## config.mk

```make
export PLATFORM = sky130hd
export DESIGN_NAME = mem_arbiter
export DESIGN_NICKNAME = d
export VERILOG_FILES = /design/src/rtl/lc3b_types.sv /design/src/rtl/mem_arbiter.sv
export SDC_FILE = /design/constraint.sdc
export NUM_CORES = 1
export LEC_CHECK = 0
export BUFFER_PORTS_ARGS = -buffer_cell sky130_fd_sc_hd__buf_4
export CORE_MARGIN = 2
export CORE_UTILIZATION = 44
export CTS_BUF_LIST = sky130_fd_sc_hd__clkbuf_4 sky130_fd_sc_hd__clkbuf_8
export CTS_CLUSTER_SIZE = 20
export DETAILED_ROUTE_END_ITERATION = 12
export GPL_ROUTABILITY_DRIVEN = 0
export PLACE_DENSITY_LB_ADDON = 0.25
export SYNTH_ARGS = -nofsm -noshare
export SYNTH_HDL_FRONTEND = slang
export SYNTH_SLANG_ARGS = --single-unit
```

## constraint.sdc

```tcl
create_clock -name clk -period 1.8 [get_ports clk]
set_input_delay 0.36 -clock clk [delete_from_list [all_inputs] [get_ports clk]]
set_output_delay 0.36 -clock clk [all_outputs]
set_load 0.03 [all_outputs]
```

## src/rtl/lc3b_types.sv

```systemverilog
// lc3b_types: shared LC-3b word/mask types plus the memory arbiter state encoding.
package lc3b_types;

    typedef logic [15:0] lc3b_word;
    typedef logic [1:0]  lc3b_mem_wmask;

    typedef enum logic [1:0] {
        ARB_IDLE    = 2'd0,
        ARB_SERVE_I = 2'd1,
        ARB_SERVE_D = 2'd2
    } lc3b_arb_state;

endpackage

```

## src/rtl/mem_arbiter.sv

```systemverilog
// mem_arbiter: shares one memory port between instruction fetch (I) and data (D),
// D-priority with a starvation bound that forces I in after MAX_D_RUN D grants.
module mem_arbiter
    import lc3b_types::*;
#(
    parameter int MAX_D_RUN = 4
) (
    input  logic          clk,
    input  logic          rst_n,
    input  logic          i_read,
    input  lc3b_word      i_address,
    output lc3b_word      i_rdata,
    output logic          i_resp,
    input  logic          d_read,
    input  logic          d_write,
    input  lc3b_word      d_address,
    input  lc3b_word      d_wdata,
    input  lc3b_mem_wmask d_byte_enable,
    output lc3b_word      d_rdata,
    output logic          d_resp,
    output logic          mem_read,
    output logic          mem_write,
    output lc3b_mem_wmask mem_byte_enable,
    output lc3b_word      mem_address,
    output lc3b_word      mem_wdata,
    input  lc3b_word      mem_rdata,
    input  logic          mem_resp
);

    lc3b_arb_state state;
    logic [3:0]    d_run;
    logic          cap_read, cap_write;
    lc3b_word      cap_address, cap_wdata;
    lc3b_mem_wmask cap_byte_enable;
    logic          d_req, grant_d, grant_i, busy, serve_i, serve_d;

    assign d_req   = d_read | d_write;
    assign grant_d = (state == ARB_IDLE) && d_req && (!i_read || d_run < 4'(MAX_D_RUN));
    assign grant_i = (state == ARB_IDLE) && !grant_d && i_read;
    assign serve_i = state == ARB_SERVE_I;
    assign serve_d = state == ARB_SERVE_D;
    assign busy    = serve_i | serve_d;

    always_ff @(posedge clk or negedge rst_n) begin
        if (!rst_n) begin
            state           <= ARB_IDLE;
            d_run           <= '0;
            cap_read        <= 1'b0;
            cap_write       <= 1'b0;
            cap_address     <= '0;
            cap_wdata       <= '0;
            cap_byte_enable <= '0;
        end else if (grant_d) begin
            state           <= ARB_SERVE_D;
            d_run           <= i_read ? (d_run == 4'hf ? d_run : d_run + 4'd1) : 4'd0;
            cap_read        <= d_read & ~d_write;
            cap_write       <= d_write;
            cap_address     <= d_address;
            cap_wdata       <= d_wdata;
            cap_byte_enable <= d_byte_enable;
        end else if (grant_i) begin
            state           <= ARB_SERVE_I;
            d_run           <= '0;
            cap_read        <= 1'b1;
            cap_write       <= 1'b0;
            cap_address     <= i_address;
            cap_wdata       <= '0;
            cap_byte_enable <= 2'b11;
        end else if (busy && mem_resp) begin
            state <= ARB_IDLE;
        end
    end

    // Memory side is gated by busy so stale captures never leak out in IDLE.
    assign mem_read        = busy & cap_read;
    assign mem_write       = busy & cap_write;
    assign mem_address     = busy ? cap_address : '0;
    assign mem_wdata       = busy ? cap_wdata : '0;
    assign mem_byte_enable = busy ? cap_byte_enable : '0;

    assign i_resp  = serve_i & mem_resp;
    assign d_resp  = serve_d & mem_resp;
    assign i_rdata = serve_i ? mem_rdata : '0;
    assign d_rdata = serve_d ? mem_rdata : '0;

endmodule

```

==> results.md <==
* All-Layer GR Usage at 0.230
* FF-to-FF End: cap_byte_enable[0]$_DFFE_PN0P_
* H-tree Lvls at 2
* Final Cycle Share at 1.02
* Fin crit period at 1.83 ns
* Endpoints failing setup at 36
* Clock transition at path regs at 0.08 ns
* WS Path Type: flip-flop to output pin
* Final core utilization at 0.770
* Leakage power at around 1.9 nW
* Worst min path class: primary input to asynchronous set/reset pin
* Worst hold margin at ~0.039 ns
* Seq/Total Area, Yosys at 0.474
* Worst setup margin at -0.0293 ns
* Hold buffer count at cts at 0
* Hold Fails Final Rpt at 0
* Fillers at between 300 and 400
* Detailed placement HPWL at roughly 4.5 mm
* Largest net degree at the start of global routing at 43
* Largest cells by area after synthesis: dfrtp_1 (47%), and2_1 (25%), a221o_1 (7.2%)
* Area growth syn-to-layout at 66.0%
* Yosys top cell by area: dfrtp_1
* Vias in the first global route at between 2000 and 2500
* Met2 Resource Use GR at 0.395
* First-pass GRT wire length at between 9 and 10 mm
* Crit Reg-Reg Startpoint: state[0]$_DFFE_PN0P_
* WL final at approximately 6.3 mm
* Clock Root Buffer: clkbuf_8
* Failing checks: setup timing
* Final Max Tran Viols at 0
* Post-synth top area share at 0.474
* Row cnt at 25
* Max_cap viols at 0
* Routed vias at about 2100
* Met3 usage at 0.0549
* Initial antenna violation count at 0
* Vias per inst at between 4 and 5
* Buffers on Ports at 141
* Ports at 142
* Post-Syn Instances at 208
* Initial Utilization at 0.464
* CTS tree: done
* Clock buffer depth at 2
* Routed wire per std cell at 15.1 um
* Synth Register Bits at 42
* Synth Cell Area at about 2200 um2
* CP arrival at between 1 and 1.5 ns
* TritonCTS Buffers at 5
* Req. time, crit path at 1.44 ns
* Synth warnings at 0
* Final ANT Viol Nets at 0
* Die Width at about 75 um
* Post-synth cell types at 24
* Gr ovfl total at 0
* Power Dens Cells at around 2000 nW/um2
* Pre-antenna DRT Iters at 4
* Share of layout cells above drive strength 1 at 0.526
* Die Y-Extent at 75.0 um
* Element type at the critical path start: flip-flop
* Status: finished, violations left
* Clk sink count at between 40 and 50
* CORE AREA at between 4000 and 5000 um2
* R2R Setup Slk at roughly 0.29 ns
* Rel. slew slack at 0.484
* CP endpoint kind: output pin
* F_max at roughly 550 MHz
* Mean Syn Cell Area at ~11 um2
* Net Count, Synth at between 200 and 300
* Drt drc at 0
* Path depth of the worst reg2reg path at 6
* Worst-Skew Late Latency at a little under 0.3 ns
* Max FO, Critical Path at 12
* Max Clock Skew at 0.00481 ns
* Total Power Consumption at approximately 7.5 mW
* ANT cells at 0
* Unrepaired setup endpoints after global routing: true
* Met1 Use GR at 0.300
* Die area at 5630 um2
* Initial DRC count at ~120
* Worst Max-Slew Pin Slew at 0.775 ns
* GR peak layer: met2
* Worst VDD drop at ~1.1 mV
* Post-layout nets at between 400 and 500
## report_power, final
group	switching [mW]	internal [mW]	total [mW]	leakage (nW)
clock	0.313	0.325	0.638	0.0517
combinational	2.76	2.51	5.27	1.29
sequential	0.219	1.38	1.60	0.520
## flip-flops by register name, summed over array words and instances, names as in the netlist
name	count
d_run	4
state	2
cap_wdata	16
cap_read	1
cap_write	1
cap_byte_enable	2
cap_address	16
## kinds of logic after synthesis
kind of cell	after synthesis	share of synthesized area
and+or+nand+nor	97	0.271
AOI/OAI and AO/OA	45	0.179
buffers and inverters	20	0.0530
adders and majority gates	4	0.0226
DFF	42	0.474
## area by class of cell
| type | instances | area (um2) | share of cell area |
|---|---|---|---|
| Clock inverter | 1 | 5.00 | 0.00136 |
| Tap cell | 67 | 83.8 | 0.0228 |
| Sequential cell | 42 | 1050 | 0.285 |
| Multi-Input combinational cell | 146 | 1150 | 0.312 |
| Inverter | 5 | 18.8 | 0.00510 |
| Clock buffer | 7 | 90.1 | 0.0245 |
| Timing Repair Buffer | 151 | 1280 | 0.349 |
## worst max-delay path by stage
| stage | depth (start not counted) | end | startpoint | slack, ns |
|---|---|---|---|---|
| final | 5 | mem_address[3] | state[0]$_DFFE_PN0P_ | -0.03 |
| after global routing | 5 | mem_wdata[13] | state[1]$_DFFE_PN0P_ | -0.12 |
| after CTS | 4 | d_rdata[13] | state[0]$_DFFE_PN0P_ | -0.03 |
| after detailed placement | 5 | cap_byte_enable[0]$_DFFE_PN0P_ | i_read | -0.13 |
| after global placement | 5 | cap_byte_enable[0]$_DFFE_PN0P_ | i_read | -0.08 |
| after floorplan | 5 | mem_address[10] | state[0]$_DFFE_PN0P_ | 0.04 |
## stage by stage
step,setup TNS [ns],setup slack [ns],cell area (um2),std cells
2_1_floorplan,0,0.0417,2220,208
3_3_place_gp,-0.735,-0.0807,3330,408
3_5_place_dp,-1.63,-0.135,3330,408
4_1_cts,-0.187,-0.0251,3650,419
5_1_grt,-3.76,-0.118,3680,419
6_report,-0.492,-0.0293,3680,419
## worst max-delay path, cell delays in order (launching register included)
cell and delay [ns]:
dfrtp_1 0.40, inv_2 0.11, ha_4 0.23, buf_8 0.14
and2_4 0.16, buf_6 0.13
## metal layers
metal / vias up / part of all wire
li1: 1004 / -
met1: 989 / 0.41
met2: 80 / 0.53
met3: 5 / 0.056
met4: 0 / 0.0057
met5: - / 0
## what timing repair did
action                                  4_1_cts  5_1_grt
endpoints found under the setup margin       86       55
pin swaps                                     0        1
buffers inserted                              3        0
resized for setup                            56        9
## cell usage after synthesis
cell      count
buf_2         1
o31ai_1       1
a32oi_1       1
a21oi_1       3
dfrtp_1      42
and3_4        1
a22o_1       17
nand2_1       3
ha_1          4
nor2_1        1
and3_1        1
clkbuf_1      7
a221o_1      16
o21ai_0       1
a21oi_2       1
or2_1         1
nor2b_1       3
inv_1         5
a31o_2        1
o21ai_1       1
and2_1       87
buf_6         4
buf_4         3
a32o_1        3
## cells in the final DEF, fill, tap and decap left out, drive strengths merged
cell type and instances:
a21oi 4, o31ai 1, and3 2, a32oi 1
dfrtp 42, or2 1, a32o 3, a22o 17
nand2 3, a31o 1, nor2 1, clkbuf 7
inv 5, o21ai 2, clkinv 1, and2 87
ha 4, a221o 16, nor2b 3, buf 151
Power figures use the tool's default switching activity.
